### src/rtl/cnn_layer_accel_octo_loader.sv
// Host-side loader for the octo datain port: new_map pulse, generated sequence table, then the pixel map.
// Define OCTO_LOADER_SEQ_GEN_EN to build in the on-chip sequence generator.
module cnn_layer_accel_octo_loader #(
    parameter int C_PIXEL_WIDTH    = 16,
    parameter int C_SEQ_DATA_WIDTH = 14,
    parameter int C_MAX_DIM        = 512,
    parameter int C_ADDR_WIDTH     = $clog2(C_MAX_DIM * C_MAX_DIM),
    localparam int DIM_W = $clog2(C_MAX_DIM),
    localparam int DW    = (C_PIXEL_WIDTH > C_SEQ_DATA_WIDTH) ? C_PIXEL_WIDTH : C_SEQ_DATA_WIDTH
) (
    input  logic                     clk,
    input  logic                     rst,
    input  logic                     start,
    input  logic [DIM_W-1:0]         num_rows,
    input  logic [DIM_W-1:0]         num_cols,
    output logic                     new_map,
    output logic [DW-1:0]            datain,
    output logic                     datain_valid,
    output logic                     seq_datain_tag,
    input  logic                     seq_datain_rdy,
    output logic                     pixel_datain_tag,
    input  logic                     pixel_datain_rdy,
    output logic                     pix_rd_en,
    output logic [C_ADDR_WIDTH-1:0]  pix_rd_addr,
    input  logic [C_PIXEL_WIDTH-1:0] pix_rd_data,
    output logic                     busy,
    output logic                     done
);
    localparam int CW = C_ADDR_WIDTH + 1;

    typedef enum logic [2:0] {S_IDLE, S_NEWMAP, S_SEQ, S_GAP, S_PIX, S_DONE} state_t;

    state_t                   state_q, state_d;
    logic [CW-1:0]            rd_left_q, rd_left_d, out_left_q, out_left_d;
    logic [C_ADDR_WIDTH-1:0]  rd_addr_q, rd_addr_d;
    logic                     rd_pend_q, rd_pend_d;
    logic [C_PIXEL_WIDTH-1:0] buf_q [2];
    logic [C_PIXEL_WIDTH-1:0] buf_d [2];
    logic                     buf_head_q, buf_head_d;
    logic [1:0]               buf_cnt_q, buf_cnt_d;

    logic [CW-1:0]               rows_p1, cols_p1, map_size;
    logic                        pix_valid, pix_xfer, slot_free, push, pop;
    logic [C_PIXEL_WIDTH-1:0]    pix_word;
    logic                        seq_valid, seq_last_xfer;
    logic [C_SEQ_DATA_WIDTH-1:0] seq_word;

`ifdef OCTO_LOADER_SEQ_GEN_EN
    logic [DIM_W-1:0] cols_q, cols_d, col_q, col_d;
    logic [2:0]       widx_q, widx_d;
    logic [9:0]       sv_q [5];
    logic [9:0]       sv_d [5];
    logic [9:0]       cur_sv;
    logic             seq_xfer, col_nz, w_s, w_rm, w_rst, w_p;

    // sv_q holds the current column's SEQ field for each of the five word slots.
    always_comb begin
        cols_d        = cols_q;
        col_d         = col_q;
        widx_d        = widx_q;
        sv_d          = sv_q;
        seq_last_xfer = 1'b0;
        seq_valid     = (state_q == S_SEQ);
        seq_xfer      = seq_valid && seq_datain_rdy;
        case (widx_q)
            3'd0:    cur_sv = sv_q[0];
            3'd1:    cur_sv = sv_q[1];
            3'd2:    cur_sv = sv_q[2];
            3'd3:    cur_sv = sv_q[3];
            default: cur_sv = sv_q[4];
        endcase
        col_nz   = (col_q != '0);
        w_s      = ((widx_q == 3'd0) && col_nz) || ((widx_q == 3'd2) && !col_nz);
        w_rm     = (widx_q == 3'd4);
        w_rst    = (widx_q == 3'd0);
        w_p      = ((widx_q == 3'd0) && !col_q[0]) || ((widx_q == 3'd1) && col_q[0]);
        seq_word = C_SEQ_DATA_WIDTH'({w_s, w_rm, w_rst, w_p, cur_sv});
        if (state_q == S_IDLE && start)
            cols_d = num_cols;
        if (state_q == S_NEWMAP) begin
            col_d  = '0;
            widx_d = 3'd0;
            sv_d   = '{10'd0, 10'd2, 10'd512, 10'd513, 10'd514};
        end else if (seq_xfer) begin
            if (widx_q != 3'd4) begin
                widx_d = widx_q + 3'd1;
            end else begin
                widx_d = 3'd0;
                if (col_q == cols_q) begin
                    seq_last_xfer = 1'b1;
                end else begin
                    col_d = col_q + DIM_W'(1);
                    for (int i = 0; i < 5; i++)
                        sv_d[i] = sv_q[i] + 10'd1;
                    // Word 1 advances by 2 only when entering an even column.
                    sv_d[1] = sv_q[1] + (col_q[0] ? 10'd2 : 10'd0);
                end
            end
        end
    end

    always_ff @(posedge clk) begin
        if (!rst) begin
            cols_q <= '0;
            col_q  <= '0;
            widx_q <= 3'd0;
        end else begin
            cols_q <= cols_d;
            col_q  <= col_d;
            widx_q <= widx_d;
        end
    end

    for (genvar gi = 0; gi < 5; gi++) begin : g_sv
        always_ff @(posedge clk) begin
            if (!rst) sv_q[gi] <= 10'd0;
            else      sv_q[gi] <= sv_d[gi];
        end
    end
`else
    logic unused_seq_rdy;
    assign unused_seq_rdy = seq_datain_rdy;
    assign seq_valid      = 1'b0;
    assign seq_last_xfer  = 1'b0;
    assign seq_word       = '0;
`endif

    always_comb begin
        state_d    = state_q;
        rd_left_d  = rd_left_q;
        out_left_d = out_left_q;
        rd_addr_d  = rd_addr_q;
        rd_pend_d  = 1'b0;
        buf_d      = buf_q;
        buf_head_d = buf_head_q;
        buf_cnt_d  = buf_cnt_q;
        pix_rd_en  = 1'b0;
        rows_p1    = CW'(num_rows) + CW'(1);
        cols_p1    = CW'(num_cols) + CW'(1);
        map_size   = rows_p1 * cols_p1;
        pix_valid  = (state_q == S_PIX) && ((buf_cnt_q != 2'd0) || rd_pend_q);
        pix_word   = (buf_cnt_q != 2'd0) ? buf_q[buf_head_q] : pix_rd_data;
        pix_xfer   = pix_valid && pixel_datain_rdy;
        // A new read may only go out if a slot is guaranteed when it returns, even under stall.
        slot_free  = (buf_cnt_q == 2'd0) || ((buf_cnt_q == 2'd1) && !rd_pend_q);
        case (state_q)
            S_IDLE: if (start) begin
                rd_left_d  = map_size;
                out_left_d = map_size;
                rd_addr_d  = '0;
                state_d    = S_NEWMAP;
            end
`ifdef OCTO_LOADER_SEQ_GEN_EN
            S_NEWMAP: state_d = S_SEQ;
`else
            S_NEWMAP: state_d = S_GAP;
`endif
            S_SEQ: if (seq_last_xfer) state_d = S_GAP;
            S_GAP: begin
                pix_rd_en = 1'b1;
                state_d   = S_PIX;
            end
            S_PIX: begin
                pix_rd_en = (rd_left_q != '0) && slot_free;
                if (pix_xfer && out_left_q == CW'(1))
                    state_d = S_DONE;
            end
            S_DONE: begin
                rd_addr_d = '0;
                state_d   = S_IDLE;
            end
            default: state_d = S_IDLE;
        endcase
        if (pix_rd_en) begin
            rd_pend_d = 1'b1;
            rd_left_d = rd_left_q - CW'(1);
            if (rd_left_q != CW'(1))
                rd_addr_d = rd_addr_q + C_ADDR_WIDTH'(1);
        end
        if (pix_xfer)
            out_left_d = out_left_q - CW'(1);
        // Returning data bypasses the buffer when it is empty and accepted immediately.
        pop  = pix_xfer && (buf_cnt_q != 2'd0);
        push = rd_pend_q && !(pix_xfer && (buf_cnt_q == 2'd0));
        if (push)
            buf_d[buf_head_q ^ buf_cnt_q[0]] = pix_rd_data;
        if (pop)
            buf_head_d = ~buf_head_q;
        if (push && !pop)
            buf_cnt_d = buf_cnt_q + 2'd1;
        else if (pop && !push)
            buf_cnt_d = buf_cnt_q - 2'd1;
    end

    always_ff @(posedge clk) begin
        if (!rst) begin
            state_q    <= S_IDLE;
            rd_left_q  <= '0;
            out_left_q <= '0;
            rd_addr_q  <= '0;
            rd_pend_q  <= 1'b0;
            buf_head_q <= 1'b0;
            buf_cnt_q  <= 2'd0;
        end else begin
            state_q    <= state_d;
            rd_left_q  <= rd_left_d;
            out_left_q <= out_left_d;
            rd_addr_q  <= rd_addr_d;
            rd_pend_q  <= rd_pend_d;
            buf_head_q <= buf_head_d;
            buf_cnt_q  <= buf_cnt_d;
        end
    end

    for (genvar gi = 0; gi < 2; gi++) begin : g_buf
        always_ff @(posedge clk) begin
            if (!rst) buf_q[gi] <= '0;
            else      buf_q[gi] <= buf_d[gi];
        end
    end

    assign new_map          = (state_q == S_NEWMAP);
    assign busy             = (state_q != S_IDLE);
    assign done             = (state_q == S_DONE);
    assign seq_datain_tag   = seq_valid;
    assign pixel_datain_tag = pix_valid;
    assign datain_valid     = seq_valid || pix_valid;
    assign datain           = pix_valid ? DW'(pix_word) : (seq_valid ? DW'(seq_word) : '0);
    assign pix_rd_addr      = rd_addr_q;

endmodule

### config.mk
export PLATFORM = sky130hd
export DESIGN_NAME = cnn_layer_accel_octo_loader
export DESIGN_NICKNAME = d
export VERILOG_FILES = /design/src/rtl/cnn_layer_accel_octo_loader.sv
export SDC_FILE = /design/constraint.sdc
export NUM_CORES = 1
export LEC_CHECK = 0
export BUFFER_PORTS_ARGS = -buffer_cell sky130_fd_sc_hd__buf_2
export CORE_MARGIN = 2
export CORE_UTILIZATION = 50
export CTS_CLUSTER_DIAMETER = 30
export CTS_CLUSTER_SIZE = 10
export DETAILED_ROUTE_END_ITERATION = 6
export GPL_TIMING_DRIVEN = 0
export PLACE_DENSITY = 0.67
export SYNTH_ARGS = -nofsm -noshare
export SYNTH_HDL_FRONTEND = slang
export SYNTH_SLANG_ARGS = --single-unit
### constraint.sdc
create_clock -name clk -period 7.15 [get_ports clk]
set_input_delay 0.715 -clock clk [delete_from_list [all_inputs] [get_ports clk]]
set_output_delay 0.715 -clock clk [all_outputs]
set_load 0.01 [all_outputs]
Yosys cells after proc, flatten, opt, wreduce, memory -nomap -nowiden

Index checks and enable logic that the tools add are counted.

Input bits: 39
Flip-flop bits (word level): 95
Logic and storage cells: 88
Output and inout bits: 41

Order comparisons: 3
Equality and inequality tests: 10
Reduce and logical (&&, ||, !) cells: 30
Bitwise operators: 5
Multiply operators: 1
$add $sub $neg: 7
Multiplexer cells: 23

Operators with widths:

| operator              | number |
|---|---|
| $mux 16               | 6 |
| $mux 19               | 4 |
| $mux 18               | 3 |
| $sub 19x1->19 const B | 2 |
| $pmux 18 s2           | 1 |
| $bwmux 32             | 1 |
| $add 9x1->10 const B  | 2 |
| $eq 19x1->1 const B   | 1 |
| $mul 10x10->19        | 1 |
| $ne 19x1->1 const B   | 1 |
| $reduce_bool 19->1    | 1 |
| $add 18x1->18 const B | 1 |
| $demux 16 s1          | 1 |
| $pmux 3 s5            | 1 |
| $reduce_bool 2->1     | 6 |
| $logic_and 1x1->1     | 11 |
| $eq 3x2->1 const B    | 2 |
| $eq 3x3->1 const B    | 2 |
| $mux 3                | 2 |
| $ge 2x2->1 const B    | 2 |
| $logic_not 1->1       | 4 |
| $mux 2                | 2 |
| $not 1->2             | 2 |
| $reduce_and 2->1      | 2 |
| other kinds (16)      | 18 |

Longest topological paths before layout

Depth after elaboration: 11
Mapped depth: 23
Mapped depth without buffers: 23

Worst setup path before layout

OpenSTA, ideal clock, no wires.

Path kind: in2reg
From: in num_cols[2]
To: reg out_left_q[14]
Setup time: 0.114 ns
Stages on the path: 19
Slack: 1.094 ns
Required time: 7.036 ns
Data arrival time: 5.941 ns
Buffers on the path: 0
Cells stage by stage: and4_1 > and3_1 > nand4_1 > or2_2 > fa_1 > fa_1 > inv_1 > fa_1 > fa_1 > inv_1 > fa_1 > inv_1 > ha_1 > a21oi_1 > o21ai_0 > or3_1 > o21ai_0 > xor2_1 > a2111oi_0

Cells in the longest elaborated chain, start to end: 5

RTL lines:

| item                 | RTL line | source |
|---|---|---|
| from (decl)          | 15       | `input logic [DIM_W-1:0] num_cols,` |
| $add 9x1->10         | 139      | `cols_p1 = CW'(num_cols) + CW'(1);` |
| $mul 10x10->19       | 140      | `map_size = rows_p1 * cols_p1;` |
| $mux 19              | 147      | `S_IDLE: if (start) begin` |
| $mux 19              | 146      | `case (state_q)` |
| $mux 19              | 180      | `if (pix_xfer)` |
| to (signal assigned) | 207      | `out_left_q <= out_left_d;` |
| to (decl)            | 34       | `logic [CW-1:0] rd_left_q, rd_left_d, out_left_q, out_left_d;` |

No other way between the ends. The select of a mux whose other input is x is not followed.
A chain may end at the register's enable or synchronous reset.

Worst setup path after layout

From: in num_cols[0]
To: reg rd_left_q[17]

Cells in the longest elaborated chain, start to end: 5

RTL lines:

| item                 | RTL line | source |
|---|---|---|
| $add 9x1->10         | 139      |  |
| $mul 10x10->19       | 140      |  |
| $mux 19              | 147      |  |
| $mux 19              | 146      |  |
| $mux 19              | 174      | `if (pix_rd_en) begin` |
| to (signal assigned) | 206      | `rd_left_q <= rd_left_d;` |
| to (decl)            | 34       |  |

No other way between the ends. The select of a mux whose other input is x is not followed.

==> load_flow_metrics.sql <==
INSERT INTO impl_metrics (metric_group, metric, value, unit) VALUES
('status', 'run_status', 'finished clean', ''),
('synthesis', 'synth-compound-area-share', '14.3', '%'),
('finish', 'layoutNonFillerInstCount', '1336', ''),
('synthesis', 'postSynthNetCount', '1190', ''),
('die', 'die_w', '132', 'µm'),
('synthesis', 'post_synth_instance_area', '8240', 'µm²'),
('critical_path', 'worst_setup_path_end_kind', 'register', ''),
('timing', 'timing.fmax', '148', 'MHz'),
('clocking', 'tritoncts.num_buffers', '9', ''),
('placed_design', 'place.detailed.instances', '1320', ''),
('synthesis', 'synth_top_family_by_area', 'simple AND/OR/NAND/NOR gates', ''),
('power_and_ir_drop', 'switching_share', '44.6', '%'),
('synthesis', 'synth_seq_area_share', '23.1', '%'),
('clocking', 'post-cts-setup-buffers', '0', ''),
('critical_path', 'critical_path_arrival', '6.98', 'ns'),
('power_and_ir_drop', 'combPwrFrac', '57.7', '%'),
('clocking', 'clkSlewWorstSetupHoldPaths', '0.06', 'ns'),
('synthesis', 'postSynthAreaPerCell', '8.03', 'µm²'),
('timing', 'grt_setup_unrepaired', 'false', ''),
('power_and_ir_drop', 'pwr_density_cell', '311', 'nW/µm²'),
('critical_path', 'worst_setup_path_start_kind', 'input pin', ''),
('grt', 'grt_start_max_net_pins', '16', ''),
('power_and_ir_drop', 'vdd.ir_drop.worst', '0.198', 'mV'),
('synthesis', 'synth_warnings', '0', ''),
('finish', 'final_core_utilization', '57.8', '%'),
('route', 'route.antenna.remaining_nets', '0', ''),
('finish', 'fin_nets', '1278', ''),
('clocking', 'cts_tree', 'yes', ''),
('critical_path', 'worst-path-max-fanout', '10', ''),
('grt', 'global_route.overflow_total', '0', ''),
('timing', 'final_critical_path_required_period', '6.75', 'ns'),
('timing', 'timing.final.setup_violations', '0', ''),
('die', 'core_area', '16000', 'µm²'),
('synthesis', 'synth_seq_cells', '95', ''),
('synthesis', 'post_synth_and_or_nand_nor_area_fraction', '24.4', '%'),
('finish', 'number_of_antenna_repair_diodes', '0', ''),
('grt', 'gr-usage-all-layers', '24.8', '%'),
('grt', 'first_global_vias', '7123', ''),
('timing', 'timing_worst_slew_pin_value', '0.978', 'ns'),
('power_and_ir_drop', 'switching_power', '1.28', 'mW'),
('placed_design', 'place_area', '8900', 'µm²'),
('timing', 'worst_hold_slack', '0.455', 'ns'),
('die', 'fp-row-count', '46', ''),
('critical_path', 'cp_data_required_time', '7.38', 'ns'),
('clocking', 'clock_path_buffers', '2', ''),
('timing', 'skew', '0.00970', 'ns'),
('grt', 'first_pass_grt_wire_length', '36000', 'µm'),
('worst_hold_path', 'min-delay-path-class', 'register to register', ''),
('synthesis', 'synth-edff-count', '0', ''),
('finish', 'final_design_area_no_fill', '9250', 'µm²'),
('route', 'route.vias.total', '7449', ''),
('power_and_ir_drop', 'power.leakage', '4.04', 'nW'),
('synthesis', 'ys_types', '75', ''),
('synthesis', 'synth_mux_area_share', '2.81', '%'),
('route', 'via_per_inst', '5.58', ''),
('power_and_ir_drop', 'cellInternalPower', '1.59', 'mW'),
('timing', 'fin_tns_setup', '0', 'ns'),
('route', 'detailed_route_wl', '20800', 'µm'),
('critical_path', 'setup.worst_path.class', 'input pin to register', ''),
('grt', 'antenna_violations_before_repair', '0', ''),
('synthesis', 'synthCells', '1027', ''),
('synthesis', 'synth-xor-area-share', '5.31', '%'),
('die', 'io-pin-count', '80', ''),
('die', 'dieHeight', '132', 'µm'),
('placed_design', 'dp_worst_setup_slack', '0.117', 'ns'),
('route', 'detailedRoute.firstPassIterationCount', '6', ''),
('die', 'floorplan.die_area', '17500', 'µm²'),
('placed_design', 'dp_hpwl', '16100', 'µm'),
('synthesis', 'netlist_top_cells_count', '153 x sky130_fd_sc_hd__nor2_1, 130 x sky130_fd_sc_hd__nand2_1, 95 x sky130_fd_sc_hd__dfxtp_1', ''),
('synthesis', 'synth.top_cells.by_area', 'sky130_fd_sc_hd__dfxtp_1 23%, sky130_fd_sc_hd__fa_1 15%, sky130_fd_sc_hd__ha_1 9.6%', ''),
('run', 'cap_viol_max_count', '0', '');
-- placed cells by master (no fill, tap or decap), drive strengths merged, types with 3 or more instances in the layout --
cell,synthesis,routed
nand3,29,29
inv,79,80
or4,7,7
a2111oi,4,4
and2,4,4
clkbuf,26,37
nor3,18,18
nor4,14,14
ha,63,63
and3,13,13
nor2,154,154
a311oi,3,3
nand2,130,130
a31oi,6,6
a21oi,83,83
dfxtp,95,95
buf,10,87
o311a,4,4
xnor2,23,23
o211ai,3,3
bufinv,0,3
xor2,27,27
or2,14,14
o21a,11,11
o31a,4,4
nand3b,4,4
nand2b,19,19
mux2i,22,22
o21ai,30,30
a211oi,9,9
fa,61,61
and4,4,4
o22ai,5,5
a21o,5,5
or3,3,3
nand4,9,9
o311ai,4,4
-- per-layer routing --
layer	wire (µm)	track usage [%]	part of all wire (%)
met4	179	3.82	0.86
met1	10100	35.9	49
met5	0	0	0
met3	1030	4.31	4.9
met2	9490	39.6	46
-- state kept, by name, indices dropped and copies added (netlist names) --
| name | flops |
|---|---|
| buf_q | 32 |
| buf_head_q | 1 |
| rd_left_q | 19 |
| state_q | 3 |
| buf_cnt_q | 2 |
| pix_rd_addr | 18 |
| rd_pend_q | 1 |
| out_left_q | 19 |
-- critical path, cell delays in order --
cell and delay (ns):
sky130_fd_sc_hd__buf_2 0.17, sky130_fd_sc_hd__ha_1 0.30, sky130_fd_sc_hd__nand3_1 0.12, sky130_fd_sc_hd__xor2_1 0.78
sky130_fd_sc_hd__nor2_1 0.14, sky130_fd_sc_hd__fa_1 0.43, sky130_fd_sc_hd__fa_1 0.55, sky130_fd_sc_hd__inv_1 0.05
sky130_fd_sc_hd__fa_1 0.47, sky130_fd_sc_hd__inv_1 0.05, sky130_fd_sc_hd__fa_1 0.54, sky130_fd_sc_hd__inv_1 0.07
sky130_fd_sc_hd__fa_1 0.54, sky130_fd_sc_hd__inv_1 0.05, sky130_fd_sc_hd__ha_1 0.36, sky130_fd_sc_hd__a2111o_1 0.45
sky130_fd_sc_hd__o211ai_1 0.37, sky130_fd_sc_hd__a32oi_1 0.19, sky130_fd_sc_hd__xnor2_1 0.26, sky130_fd_sc_hd__nor2_1 0.11
sky130_fd_sc_hd__o31a_1 0.27
-- power groups by stage --
stage	clock network [mW]	registers, mW	logic [mW]
after detailed placement	0	0.672	1.63
after CTS	0.567	0.661	1.64
after global routing	0.587	0.674	1.89
final	0.554	0.664	1.66
after floorplan	0	0.656	1.23
after global placement	0	0.670	1.61
-- kinds of logic (layout without fill, tap and decap cells) --
kind of cell	count (synthesis)	after routing
buffers and inverters	115	208
adders and majority gates	124	124
and+or+nand+nor	431	431
muxes	23	23
other	1	1
AOI/OAI and AO/OA	188	188
xor gates and xnor gates	50	50
DFF	95	95
-- path summary, 6_finish.rpt --
kind	startpoint	end	slack [ns]	depth (start not counted)
worst min-delay path	buf_q[17]	buf_q[17]	0.45	2
worst min register to register	buf_q[17]	buf_q[17]	0.45	2
worst max-delay path	num_cols[0]	rd_left_q[17]	0.40	21
worst max register to register	buf_cnt_q[0]	buf_q[10]	4.45	11
-- area by class of cell --
cell class / instances / area, µm²
fillers: 1536 / 6750
multi-input cells: 817 / 5880
flip-flops and latches: 95 / 1900
repair buffers: 77 / 385
inverters: 79 / 297
well taps: 216 / 270
clock buffers: 11 / 243
plain buffers: 36 / 170
clock inverters: 5 / 104
Note: power is estimated with default switching activity, not from simulation.
